<file path="config.mk">
export PLATFORM = sky130hd
export DESIGN_NAME = btn_press_ctrl
export DESIGN_NICKNAME = d
export VERILOG_FILES = /design/src/rtl/btn_ctrl_pkg.sv /design/src/rtl/btn_timer.sv /design/src/rtl/btn_press_ctrl.sv
export SDC_FILE = /design/constraint.sdc
export NUM_CORES = 1
export LEC_CHECK = 0
export ABC_AREA = 1
export CAP_MARGIN = 10
export CORE_UTILIZATION = 50
export DETAILED_ROUTE_END_ITERATION = 7
export GPL_TIMING_DRIVEN = 0
export PLACE_DENSITY = 0.72
export SYNTH_ARGS = -nofsm -noshare
export SYNTH_HDL_FRONTEND = slang
export SYNTH_SLANG_ARGS = --single-unit
export TNS_END_PERCENT = 50
</file>
<file path="constraint.sdc">
create_clock -name clk -period 3.8 [get_ports clk]
set_clock_uncertainty 0.15 [all_clocks]
set_input_delay 0.76 -clock clk [delete_from_list [all_inputs] [get_ports clk]]
set_output_delay 0.76 -clock clk [all_outputs]
set_load 0.01 [all_outputs]
</file>
<file path="src/rtl/btn_ctrl_pkg.sv">
// Shared types and elaboration-time helpers for the button press controller.
// Latency: n/a (types and constant functions only).
// Backpressure: n/a.
package btn_ctrl_pkg;

  typedef enum logic [2:0] {
    IDLE,
    PRESS1,
    LONG_HELD,
    GAP,
    PRESS2
  } btn_state_t;

  // Seconds to clock cycles, rounded to the nearest cycle so that values
  // like 1000 * 0.05 do not lose a tick to floating-point truncation.
  function automatic integer ticks(input integer freq, input real secs);
    return $rtoi((freq * secs) + 0.5);
  endfunction

  function automatic integer max_int(input integer a, input integer b);
    return (a > b) ? a : b;
  endfunction

endpackage

</file>
<file path="src/rtl/btn_timer.sv">
// Free-running up-counter with synchronous clear, used to time press/gap phases.
// Latency: q reflects clr/en one cycle after they are sampled.
// Backpressure: none; clr and en are acted on every cycle.
module btn_timer #(
  parameter int WIDTH = 8
) (
  input  logic             clk,
  input  logic             reset,
  input  logic             clr,
  input  logic             en,
  output logic [WIDTH-1:0] q
);

  // Clear has priority over counting; the counter wraps naturally when idle.
  always_ff @(posedge clk) begin
    if (reset || clr) begin
      q <= '0;
    end else if (en) begin
      q <= q + 1'b1;
    end
  end

endmodule

</file>
<file path="src/rtl/btn_press_ctrl.sv">
// Classifies button gestures (SHORT/DOUBLE/LONG) and steps a 4-bit LED counter.
// Latency: SHORT DBL_TICKS after release, LONG LONG_TICKS after press, DOUBLE 1 after 2nd release.
// Backpressure: none; db/db_tick are consumed every cycle. BTN_CTRL_SATURATE_EN: saturating count.
module btn_press_ctrl
  import btn_ctrl_pkg::*;
#(
  parameter integer CLK_FREQ  = 100_000_000,
  parameter real    LONG_TIME = 1.0,
  parameter real    DBL_TIME  = 0.300
) (
  input  logic       clk,
  input  logic       reset,
  input  logic       db,
  input  logic       db_tick,
  output logic [3:0] count,
  output logic       short_tick,
  output logic       double_tick,
  output logic       long_tick,
  output logic       busy
);

  localparam integer LONG_TICKS = ticks(CLK_FREQ, LONG_TIME);
  localparam integer DBL_TICKS  = ticks(CLK_FREQ, DBL_TIME);
  localparam integer TW         = $clog2(max_int(LONG_TICKS, DBL_TICKS) + 1);

  localparam logic [TW-1:0] LONG_LAST = TW'(LONG_TICKS - 1);
  localparam logic [TW-1:0] DBL_LAST  = TW'(DBL_TICKS - 1);

  btn_state_t    state_q;
  btn_state_t    state_d;
  logic [TW-1:0] timer_q;
  logic          timer_clr;
  logic [3:0]    count_d;
  logic [3:0]    count_inc;
  logic [3:0]    count_dec;
  logic          short_d;
  logic          double_d;
  logic          long_d;

  // Phase timer restarts on every state transition so each phase times from zero.
  btn_timer #(
    .WIDTH (TW)
  ) u_timer (
    .clk   (clk),
    .reset (reset),
    .clr   (timer_clr),
    .en    (1'b1),
    .q     (timer_q)
  );

  assign timer_clr = (state_d != state_q);
  assign busy      = (state_q != IDLE);

`ifdef BTN_CTRL_SATURATE_EN
  assign count_inc = (count == 4'hF) ? count : count + 4'd1;
  assign count_dec = (count == 4'h0) ? count : count - 4'd1;
`else
  assign count_inc = count + 4'd1;
  assign count_dec = count - 4'd1;
`endif

  // Gesture FSM: next state, next count and the event pulse for this cycle.
  always_comb begin
    state_d  = state_q;
    count_d  = count;
    short_d  = 1'b0;
    double_d = 1'b0;
    long_d   = 1'b0;
    case (state_q)
      IDLE: begin
        if (db_tick) state_d = PRESS1;
      end
      PRESS1: begin
        // A release on the timeout cycle is still a short press.
        if (!db) begin
          state_d = GAP;
        end else if (timer_q == LONG_LAST) begin
          state_d = LONG_HELD;
          long_d  = 1'b1;
          count_d = 4'd0;
        end
      end
      LONG_HELD: begin
        if (!db) state_d = IDLE;
      end
      GAP: begin
        // A re-press on the timeout cycle still counts as a double.
        if (db_tick) begin
          state_d = PRESS2;
        end else if (timer_q == DBL_LAST) begin
          state_d = IDLE;
          short_d = 1'b1;
          count_d = count_inc;
        end
      end
      PRESS2: begin
        if (!db) begin
          state_d  = IDLE;
          double_d = 1'b1;
          count_d  = count_dec;
        end
      end
      default: begin
        state_d = IDLE;
      end
    endcase
  end

  // State, counter and event pulses all update on the same edge.
  always_ff @(posedge clk) begin
    if (reset) begin
      state_q     <= IDLE;
      count       <= 4'd0;
      short_tick  <= 1'b0;
      double_tick <= 1'b0;
      long_tick   <= 1'b0;
    end else begin
      state_q     <= state_d;
      count       <= count_d;
      short_tick  <= short_d;
      double_tick <= double_d;
      long_tick   <= long_d;
    end
  end

endmodule
</file>
==> flow_summary.json, run 1 <==
{
  "setup_violations": 0,
  "clkLatencyLatePin_ns": 0.29,
  "rsz0062_at_grt": "no",
  "cellPowerDensity_nw_per_um2": 316,
  "ios": 12,
  "slowest_stage": "clkdlybuf4s50_1",
  "routed_wl_mm": 4.32,
  "setup-tns-final_ns": 0,
  "die-width_um": 70.2,
  "root_buffer": "clkbuf_8",
  "cp-start-kind": "primary input",
  "crit_arrival_ns": 2.41,
  "synth-seq-cells": 37,
  "final.fill_count": 437,
  "ys_top_cells_by_area": "dfxtp_1 (32%), nor2_4 (11%), nand2_1 (9.8%)",
  "crit_top_cell": "nor2_4",
  "required_ns": 3.88,
  "numCtsBuffers": 5,
  "path_class": "in -> reg",
  "via_count": 1878,
  "final_util_pct": 58.3,
  "gp_congestion": 0.871,
  "grt.overflow.total": 0,
  "maxCapViolations": 0,
  "antenna_found_initial": 0,
  "slew_violations": 0,
  "grt_pass1_wl_mm": 7.90,
  "num_antenna_cells": 0,
  "r2r_start": "u_timer.q[0]",
  "hp-class": "reg -> reg",
  "dpl.cell_count": 378,
  "hold_depth": 1,
  "place.detailed.hpwl_mm": 3.51,
  "cp_max_fo": 10,
  "postCtsSetupRepairBufs": 0,
  "crit_chain": "clkdlybuf4s50_1, inv_1, o21ai_2, inv_2, a21oi_1, nand2_1, nor2_4, nand3_4, buf_12, nor2_4",
  "hold_buffers": 0,
  "grt_use_total_pct": 20.1,
  "drc_errors": 0,
  "min_period_ns": 2.33,
  "cts_resized": 0,
  "rows": 24,
  "ys_seq_area_share_pct": 31.8,
  "final_common_cell": "nand2_1",
  "worstHoldStart": "u_timer.q[0]",
  "final_cells": 386,
  "reg2reg_to": "u_timer.q[14]",
  "synth.distinct_cells": 24,
  "worst-r2r-cell-count": 11,
  "h-tree-depth": 2,
  "antenna_left": 0,
  "max_freq_mhz": 429,
  "cts.reportedPaths.clkPinSlew_ns": 0.07,
  "multi_input_comb_area_um2": 1340,
  "clock_sinks": 37,
  "nets": 341,
  "clockBufferDepth": 2,
  "die_h_um": 70.2,
  "coreArea_um2": 4410,
  "avgViaCountPerCell": 4.87,
  "status": "complete, no violations",
  "worstMarginPinSlew_ns": 0.472,
  "finalHoldViolations": 0,
  "syn_area_per_cell_um2": 7.36,
  "io_buffers": 10,
  "grt_max_degree": 11,
  "die_area_um2": 4930,
  "drt_iter0_drc": 105,
  "regArea_um2": 741,
  "start_util_pct": 52.7,
  "relSlewSlack_pct": 68.3,
  "wl_per_cell_um": 11.2,
  "netlist_area_um2": 2330,
  "fin_crit_sh_pct": 61.4,
  "end_kind": "flip-flop",
  "ys_warn_count": 0,
  "drt_pass1_iterations": 4,
  "min_to": "u_timer.q[0]",
  "r2r_slack_ns": 1.66,
  "cts_tree": "done",
  "syn-num-nets": 324,
  "irDropWorstVdd_mv": 0.220,
  "grt_pass1_vias": 1769,
  "slowest_delay_ns": 0.55,
  "cellLeakagePower_uw": 0.000953,
  "mostFrequentLayoutCells": "nand2_1 (61), inv_1 (49), nor2_1 (42)",
  "layout-drive-gt1-share_pct": 16.8,
  "synth_top_area_share_pct": 31.8,
  "syn-instance-count": 316,
  "area_growth_pct": 10.5,
  "synth_top_area_cell": "dfxtp_1"
}
==> cell type report <==
cell class,count,share of cell area [%]
Buffer,3,1.70
Clock buffer,8,3.11
Inverter,54,7.88
Multi-Input combinational cell,222,52.1
Sequential cell,37,28.8
Tap cell,52,2.53
Timing Repair Buffer,10,3.89
==> kinds of logic (layout without fill, tap and decap cells) <==
family	after synthesis	after routing	share of synthesized area (%)
adders and majority gates	4	4	2.47
buffers and inverters	57	75	10.6
xor gates and xnor gates	28	28	10.5
DFF	37	37	31.8
AOI/OAI and AO/OA	9	9	2.69
and+or+nand+nor	181	181	41.9
==> metrics by stage <==
stage	hold WS (ns)	worst slack, ns	power (uW)	area [um^2]
after CTS	0.333	1.46	824	2570
after floorplan	0.296	1.85	527	2330
after detailed placement	0.315	1.16	562	2490
final	0.327	1.47	814	2570
after global placement	0.311	1.18	560	2490
after global routing	0.355	1.34	856	2570
==> cell usage after synthesis, drive strengths merged <==
| master | instances |
|---|---|
| a21oi | 7 |
| buf | 3 |
| dfxtp | 37 |
| fa | 1 |
| ha | 3 |
| inv | 54 |
| nand2 | 70 |
| nand3 | 17 |
| nand4 | 10 |
| nor2 | 71 |
| nor3 | 10 |
| nor4 | 3 |
| o21ai | 1 |
| o21bai | 1 |
| xnor2 | 6 |
| xor2 | 22 |
==> report_power, final <==
group	total, uW	internal [uW]	switching, uW
clock	263	130	133
sequential	410	399	11.8
combinational	141	55.9	84.6
total	814	585	229
==> registers in the layout, indices dropped and copies added (netlist names) <==
signal and count:
double_tick 1, short_tick 1, u_timer.q 27, state_q 3, long_tick 1, count 4
==> metal layers <==
metal | part of all wire, % | track usage, % | vias to the layer above
met4 | 1.7 | 7.33 | 0
li1 | - | - | 1002
met2 | 44 | 29.3 | 28
met3 | 2.8 | 4.33 | 7
met5 | 0 | 0 | -
met1 | 51 | 29.1 | 841
==> critical path: cells and delay by family <==
family	cells	cell delay, ns
buffers and inverters	4	0.92
and+or+nand+nor	4	0.43
AOI/OAI and AO/OA	2	0.28
==> how the worst max path moves through the flow <==
stage / from / endpoint / depth (start not counted)
final: db / u_timer.q[9] / 10
after global routing: state_q[0] / busy / 3
after CTS: db / u_timer.q[9] / 10
after detailed placement: db / u_timer.q[9] / 10
after global placement: db / u_timer.q[10] / 10
after floorplan: reset / u_timer.q[3] / 9
No activity file was read; power rests on OpenSTA's default activity.
==> run 2, diff against run 1 <==
- PLACE_DENSITY: 0.72 -> 0.75
- clock period: 3.8 -> 2 ns (I/O delays scaled with it)
==> flow_summary.json, run 2 (synthesized netlist as in run 1, its figures left out) <==
{
  "status": "complete, no violations",
  "routed_wl_mm": 4.83,
  "drt_iter0_drc": 96,
  "root_buffer": "clkbuf_8",
  "relSlewSlack_pct": 74.0,
  "place.detailed.hpwl_mm": 3.46,
  "path_class": "reg -> reg",
  "regMostFlops": "u_timer.q",
  "cp_max_fo": 5,
  "cellPowerDensity_nw_per_um2": 577,
  "start_util_pct": 52.7,
  "end_kind": "flip-flop",
  "fin_crit_sh_pct": 98.7,
  "slew_violations": 0,
  "stdcell_area_um2": 2810,
  "drc_errors": 0,
  "die_h_um": 70.2,
  "crit_arrival_ns": 2.00,
  "rsz0062_at_grt": "yes",
  "dpl.cell_count": 378,
  "wl_per_cell_um": 12.1,
  "h-tree-depth": 2,
  "die-width_um": 70.2,
  "cellLeakagePower_uw": 0.00106,
  "avgViaCountPerCell": 5.04,
  "finalHoldViolations": 0,
  "grt_use_total_pct": 20.9,
  "max_freq_mhz": 507,
  "worstHoldStart": "db_tick",
  "p_total_uw": 1620,
  "crit_start": "u_timer.q[0]",
  "r2r_start": "u_timer.q[0]",
  "clkLatencyLatePin_ns": 0.29,
  "drt_pass1_iterations": 4,
  "worstMarginPinSlew_ns": 0.390,
  "ios": 12,
  "cts.reportedPaths.clkPinSlew_ns": 0.07,
  "grt.overflow.total": 0,
  "coreArea_um2": 4410,
  "maxCapViolations": 0,
  "dpl-instance-area_um2": 2490,
  "hp-class": "in -> reg",
  "clock_sinks": 37,
  "cts_tree": "done",
  "final_cells": 399,
  "required_ns": 2.02,
  "irDropWorstVdd_mv": 0.350,
  "clockBufferDepth": 2,
  "grt_pass1_vias": 1983,
  "grt_max_degree": 11,
  "num_antenna_cells": 0,
  "final.fill_count": 373,
  "grt_pass1_wl_mm": 8.37,
  "top_regs": "u_timer.q x27, count x4, state_q x3",
  "die_area_um2": 4930,
  "antenna_found_initial": 0,
  "setup_violations": 0,
  "via_count": 2011,
  "antenna_left": 0,
  "nets": 354,
  "min_period_ns": 1.97,
  "rows": 24,
  "final_common_cell": "nand2_1",
  "numCtsBuffers": 5,
  "mostFrequentLayoutCells": "nand2_1 (55), inv_1 (48), nor2_1 (35)",
  "io_buffers": 10,
  "gp_congestion": 0.874,
  "hold_buffers": 0,
  "area_growth_pct": 20.9,
  "largest_reg_flops": 27,
  "cp-start-kind": "flip-flop",
  "layout-drive-gt1-share_pct": 27.7
}
==> run 2: per-stage QoR <==
step	util [%]	setup WS, ns	TNS (ns)	hold WS (ns)
global route	63.7	-0.0650	-0.642	0.246
CTS	60.3	-0.0250	-0.0988	0.328
finish	63.7	0.0266	0	0.246
floorplan	-	0.0819	0	0.296
global placement	56.5	-0.269	-6.03	0.312
detailed placement	56.5	-0.280	-6.42	0.316
==> run 2: critical path, cell delays in order, from the launching register on <==
cell	delay, ns
dfxtp_4	0.36
ha_4	0.15
nand2_4	0.05
nor2_4	0.16
nand2_2	0.07
nor2_2	0.09
nand2_2	0.11
a21oi_4	0.20
nand3_4	0.09
nand3_4	0.14
buf_12	0.12
buf_16	0.12
nor2_4	0.03
==> run 2: final cells by class <==
type                       instances  area (um^2)  share of cell area, %
multi-input combinational        222         1440                   51.2
buffer                             1         3.75                  0.133
inverter                          54          203                   7.21
tap                               52         65.1                   2.31
timing repair buffer              25          263                   9.34
sequential                        37          757                   26.9
clock buffer                       8         80.1                   2.85
==> run 2: final timing paths <==
path / end / slack (ns) / depth (start not counted)
max reg2reg: u_timer.q[8] / 0.03 / 12
min: short_tick / 0.25 / 2
max: u_timer.q[8] / 0.03 / 12
min reg2reg: count[2] / 0.39 / 4
==> run 2: power breakdown <==
part	switching, uW	internal (uW)
combinational	188	154
sequential	26.3	759
clock	249	248
total	463	1160
==> run 2: layer usage <==
layer,vias up,share of wire (%),global-route usage [%]
met2,52,48,33.8
met4,0,1.5,5.78
met1,923,45,28.2
met3,12,5.8,4.04
met5,-,0,0
li1,1024,-,-
==> run 2: what timing repair did <==
| action | 4_1_cts | 5_1_grt |
|---|---|---|
| endpoints found under the setup margin | 24 | 32 |
| pin swaps | 2 | 8 |
| endpoints found under the hold margin | 0 | 0 |
| cloned | 1 | 0 |
| setup buffers | 7 | 7 |
| gates resized for setup | 7 | 34 |
==> run 3, diff against run 2 <==
- HOLD_SLACK_MARGIN: default -> 0.08
==> results of run 3 <==
No change in the layout: final DEF, timing and power equal those of run 2.
